## config.mk

```make
export PLATFORM = sky130hd
export DESIGN_NAME = dac_interp_fc01
export DESIGN_NICKNAME = d
export VERILOG_FILES = /design/src/rtl/dac_interp_fc01.sv
export SDC_FILE = /design/constraint.sdc
export NUM_CORES = 1
export LEC_CHECK = 0
export BUFFER_PORTS_ARGS = -buffer_cell sky130_fd_sc_hd__buf_2
export CAP_MARGIN = 10
export CORE_MARGIN = 1
export CORE_UTILIZATION = 35
export CTS_CLUSTER_DIAMETER = 150
export DETAILED_ROUTE_END_ITERATION = 8
export MAX_ROUTING_LAYER = met4
export PLACE_DENSITY = 0.57
export SLEW_MARGIN = 20
export SYNTH_ARGS = -nofsm -noshare
export SYNTH_HDL_FRONTEND = slang
export SYNTH_SLANG_ARGS = --single-unit
```

## constraint.sdc

```tcl
create_clock -name clk -period 3.7 [get_ports clk]
set_input_delay 0.555 -clock clk [delete_from_list [all_inputs] [get_ports clk]]
set_output_delay 0.555 -clock clk [all_outputs]
set_load 0.005 [all_outputs]
```

## src/rtl/dac_interp_fc01.sv

```systemverilog
// rtl/dac_interp_fc01.sv - sample FIFO, linear interpolator and dither source feeding the sigma-delta DAC
//
// Accepts 16-bit unsigned samples (midscale 16'h8000) over a valid/ready
// handshake and buffers them in a small FIFO. Between consecutive samples it
// produces a linear ramp, spending 2^OSR_LOG2 clocks per sample. A new word is
// presented on din every clock.
//
// Optional feature macro: DAC_INTERP_NOISE_EN
//   defined   - 16-bit Galois LFSR drives the 4-bit dither word
//   undefined - no LFSR is built and noise is held at 4'h0
//
// Parameters:
//   OSR_LOG2     log2 of clocks per input sample (1..8)
//   FIFO_DEPTH   input FIFO entries (power of two, 2..16)
//
// Ports:
//   clk           system clock, all logic on the rising edge
//   rst_sd        synchronous reset, active high
//   s_valid       upstream sample valid
//   s_ready       FIFO has room; depends only on the registered count
//   s_data        unsigned input sample
//   clr_underrun  clears the sticky underrun flag (a same-cycle set wins)
//   din           interpolated word to the modulator, registered
//   noise         dither word to the modulator, registered
//   underrun      sticky: FIFO was empty at a sample boundary after the first sample
module dac_interp_fc01 #(
  parameter int OSR_LOG2   = 6,
  parameter int FIFO_DEPTH = 4
) (
  input  logic        clk,
  input  logic        rst_sd,
  input  logic        s_valid,
  output logic        s_ready,
  input  logic [15:0] s_data,
  input  logic        clr_underrun,
  output logic [15:0] din,
  output logic [3:0]  noise,
  output logic        underrun
);

  localparam int AW    = (FIFO_DEPTH > 1) ? $clog2(FIFO_DEPTH) : 1;
  localparam int CW    = AW + 1;
  localparam int ACC_W = 16 + OSR_LOG2;
  localparam logic [15:0] MIDSCALE = 16'h8000;

  // ---------------------------------------------------------------------------
  // Input FIFO
  // ---------------------------------------------------------------------------
  logic [15:0]         mem [FIFO_DEPTH];
  logic [AW-1:0]       wr_ptr;
  logic [AW-1:0]       rd_ptr;
  logic [CW-1:0]       count;
  logic                push;
  logic                pop;
  logic                empty;
  logic                boundary;
  logic [15:0]         head;

  // Interpolator state. The previous sample is not stored separately: it is
  // loaded into acc at each boundary and the ramp is built on top of it.
  logic [OSR_LOG2-1:0] phase;
  logic [15:0]         b_q;
  logic signed [16:0]  delta;
  logic [ACC_W-1:0]    acc;
  logic [ACC_W-1:0]    delta_ext;

  logic                armed;

  assign empty    = (count == '0);
  assign s_ready  = (count < CW'(FIFO_DEPTH));
  assign push     = s_valid && s_ready;
  assign boundary = (phase == {OSR_LOG2{1'b1}});
  assign pop      = boundary && !empty;
  assign head     = mem[rd_ptr];

  always_ff @(posedge clk) begin
    if (push) begin
      mem[wr_ptr] <= s_data;
    end
  end

  // Pointers wrap naturally because FIFO_DEPTH is a power of two.
  always_ff @(posedge clk) begin
    if (rst_sd) begin
      wr_ptr <= '0;
      rd_ptr <= '0;
      count  <= '0;
    end else begin
      if (push) begin
        wr_ptr <= wr_ptr + 1'b1;
      end
      if (pop) begin
        rd_ptr <= rd_ptr + 1'b1;
      end
      case ({push, pop})
        2'b10:   count <= count + 1'b1;
        2'b01:   count <= count - 1'b1;
        default: count <= count;
      endcase
    end
  end

  // ---------------------------------------------------------------------------
  // Linear interpolator
  // ---------------------------------------------------------------------------
  // The signed size cast sign-extends delta to the accumulator width, so
  // negative steps wrap the unsigned accumulator downward.
  assign delta_ext = ACC_W'(delta);

  always_ff @(posedge clk) begin
    if (rst_sd) begin
      phase <= '0;
      b_q   <= MIDSCALE;
      delta <= '0;
      acc   <= {MIDSCALE, {OSR_LOG2{1'b0}}};
    end else begin
      phase <= phase + 1'b1;
      if (boundary) begin
        // Restart exactly on the old target so truncation error never
        // accumulates from one segment to the next.
        acc <= {b_q, {OSR_LOG2{1'b0}}};
        if (pop) begin
          b_q   <= head;
          delta <= $signed({1'b0, head}) - $signed({1'b0, b_q});
        end else begin
          delta <= '0;
        end
      end else begin
        acc <= acc + delta_ext;
      end
    end
  end

  // Truncating the fraction gives floor(A + phase*(B-A)/2^OSR_LOG2), which
  // always lies between A and B, so no clamp is needed.
  assign din = acc[ACC_W-1:OSR_LOG2];

  // ---------------------------------------------------------------------------
  // Underrun detection
  // ---------------------------------------------------------------------------
  // Arming stops the idle period after reset from being reported as underrun.
  always_ff @(posedge clk) begin
    if (rst_sd) begin
      armed    <= 1'b0;
      underrun <= 1'b0;
    end else begin
      if (push) begin
        armed <= 1'b1;
      end
      if (boundary && empty && armed) begin
        underrun <= 1'b1;
      end else if (clr_underrun) begin
        underrun <= 1'b0;
      end
    end
  end

  // ---------------------------------------------------------------------------
  // Dither source
  // ---------------------------------------------------------------------------
`ifdef DAC_INTERP_NOISE_EN
  logic [15:0] lfsr;

  // Right-shift Galois form, taps 16'hB400, maximal period 65535.
  always_ff @(posedge clk) begin
    if (rst_sd) begin
      lfsr <= 16'hACE1;
    end else if (lfsr[0]) begin
      lfsr <= (lfsr >> 1) ^ 16'hB400;
    end else begin
      lfsr <= lfsr >> 1;
    end
  end

  assign noise = lfsr[3:0];
`else
  assign noise = 4'h0;
`endif

endmodule

```

==> results.json <==
{
  "period_minus_slack_ns": 3.08,
  "hold_ws_ns": 0.336,
  "grt_pass1_vias": 4838,
  "synth_cells": 636,
  "drt-total-wl_um": 14800,
  "die_w_um": 143,
  "cts.clk_slew.worst_paths_ns": 0.06,
  "path_max_fanout": 11,
  "num_antenna_cells": 0,
  "critPathKind": "flip-flop to flip-flop",
  "hold_violations": 0,
  "irDropWorstVdd_v": 0.000376,
  "via_per_inst": 5.07,
  "async_flop_share_pct": 0,
  "slew_viol_final": 0,
  "grt_usage_pct": 16.4,
  "hold_path_class": "input pin to flip-flop",
  "synth_edf_count": 64,
  "fillCellCount": 1880,
  "antenna_found_initial": 0,
  "setup_viol": 0,
  "syn_to_final_growth_pct": 12.7,
  "arrival_ns": 3.37,
  "die-area_um2": 20400,
  "seq_area_frac_synth_pct": 48.4,
  "drtIter0Drc": 238,
  "timing.setup.tns_ns": 0,
  "reg2reg_slack_ns": 0.62,
  "ys_types": 75,
  "status": "finished, final reports clean",
  "die_h_um": 143,
  "clk_root_buffer_cell": "clkbuf_16",
  "required_ns": 3.99,
  "cp-end-kind": "flip-flop",
  "cts_made_buffers": 17,
  "worstSkewPairLatency_ns": 0.43,
  "power.density_nw_per_um2": 447,
  "drv_cap": 0,
  "rows": 51,
  "clock_sinks": 136,
  "vias": 4764,
  "fmax_ghz": 0.325,
  "num_io_pins": 42,
  "fin_crit_sh_pct": 83.1,
  "finClkSkew_ns": 0.00914,
  "cts_resized": 0,
  "syn-cell-area_um2": 6950,
  "fin_area_um2": 7830,
  "drive_gt1_share_pct": 17.5,
  "min-delay-start": "s_data[13]",
  "cts_tree": "yes",
  "fin_util_pct": 40.2,
  "worst_slew_pin_slew_ns": 0.874,
  "cp-start-kind": "flip-flop",
  "port-buffer-count": 37,
  "dpl_cell_area_um2": 7260,
  "cts_buffer_depth": 2,
  "place.gp.congestion": 0.932,
  "syn_area_per_cell_um2": 10.9,
  "p_leak_nw": 2.98,
  "grt_max_degree": 37,
  "h-tree-depth": 4,
  "rsz0062_at_grt": "false",
  "grt_first_pass_wirelength_um": 24700,
  "nets": 730,
  "hpwl_um": 10700,
  "ys_warn_count": 0,
  "dr.pass1.iters": 4,
  "total_power_mw": 3.50,
  "gr-total-overflow": 0,
  "wl_per_cell_um": 15.8,
  "synthFlopType": "dfxtp_1",
  "route.detailed.drc": 0,
  "fp.coreArea_um2": 19500,
  "ys_ff_latch": 136,
  "ant_nets": 0,
  "ctsHoldBuffers": 0,
  "cts_setup_buffers": 0,
  "slew_headroom_pct": 41.7,
  "initial_core_util_pct": 35.7
}
## per-stage QoR
step | cells | worst slack (ns)
floorplan | 639 | 0.511
global placement | 907 | 0.650
detailed placement | 907 | 0.637
CTS | 939 | 0.620
global route | 939 | 0.386
finish | 939 | 0.625
## critical path, stage by stage (launching register included)
cell and delay [ns]:
dfxtp_1 0.38, buf_4 0.28, mux4_2 0.60, fa_1 0.48, a21o_1 0.21, a31oi_1 0.21, o211a_1 0.24, o31ai_2 0.11
a31oi_1 0.20, xor2_1 0.17, o21ai_1 0.07
## power breakdown
part,switching [mW],internal (mW)
clock network,0.701,0.936
logic,0.139,0.0871
registers,0.0139,1.62
## layer usage
metal  track usage [%]  wire length [um]
met5                 -                 0
met4              5.89               225
met3              3.92               675
met2              25.5              6770
met1              20.7              7130
## cells in the final DEF (no fill, tap or decap), drive strengths merged, types with 9 or more instances in the layout
| cell | instances |
|---|---|
| a21o | 18 |
| a21oi | 50 |
| buf | 43 |
| clkbuf | 17 |
| dfxtp | 72 |
| edfxtp | 64 |
| ha | 46 |
| inv | 40 |
| mux4 | 16 |
| nand2 | 71 |
| nor2 | 47 |
| nor3 | 9 |
| o21ai | 26 |
| xnor2 | 21 |
| xor2 | 11 |
## final timing paths
path | cells after the start | endpoint
max | 10 | delta[14]
min reg2reg | 1 | phase[0]
min | 1 | mem[1][13]
max reg2reg | 10 | delta[14]
## sequential cells by signal, summed over array words and instances (netlist names), named ones only
register  cells
count         3
armed         1
mem          64
delta        17
wr_ptr        2
rd_ptr        2
b_q          16
underrun      1
phase         6
acc          22
## logic make-up after synthesis
family | synth area share (%)
flip-flops | 48.4
multiplexers | 5.47
other | 0.0540
AND/OR/NAND/NOR | 12.0
AO/OA/AOI/OAI | 15.3
buffers and inverters | 5.55
XOR/XNOR | 4.03
adder cells (fa/ha/maj) | 9.15
## synth_stat cells, types with 3 or more instances
cell type / n / area share (%)
fa_1: 3 / 0.86
and3_1: 3 / 0.27
or3_1: 5 / 0.45
ha_1: 46 / 8.3
buf_2: 6 / 0.43
a21o_1: 14 / 1.5
inv_1: 33 / 1.8
nand4_1: 3 / 0.27
and2_1: 6 / 0.54
edfxtp_1: 64 / 28
or4_1: 3 / 0.32
nor3_1: 8 / 0.58
o31ai_1: 3 / 0.32
a211o_1: 3 / 0.38
nand2_1: 70 / 3.8
xor2_1: 11 / 1.4
clkbuf_1: 10 / 0.54
o311ai_1: 3 / 0.38
o21ai_1: 15 / 1.1
o211ai_1: 7 / 0.76
dfxtp_1: 72 / 21
nand2b_1: 3 / 0.27
xnor2_1: 21 / 2.6
a21o_2: 3 / 0.38
a211oi_1: 6 / 0.65
a31oi_1: 6 / 0.54
nand3_1: 7 / 0.50
o21ai_0: 11 / 0.79
mux4_2: 16 / 5.2
a21oi_1: 49 / 3.5
nor2_1: 46 / 2.5
buf_4: 20 / 2.2
nor2b_1: 8 / 0.72
## cell type report
class | count | area (um^2) | area share [%]
inverters | 34 | 128 | 1.63
flip-flops and latches | 136 | 3360 | 43.0
clock buffers | 17 | 425 | 5.43
well taps | 265 | 332 | 4.24
multi-input cells | 429 | 3210 | 41.0
clock inverters | 15 | 140 | 1.79
repair buffers | 43 | 230 | 2.94
No activity file was read; power rests on OpenSTA's default activity.
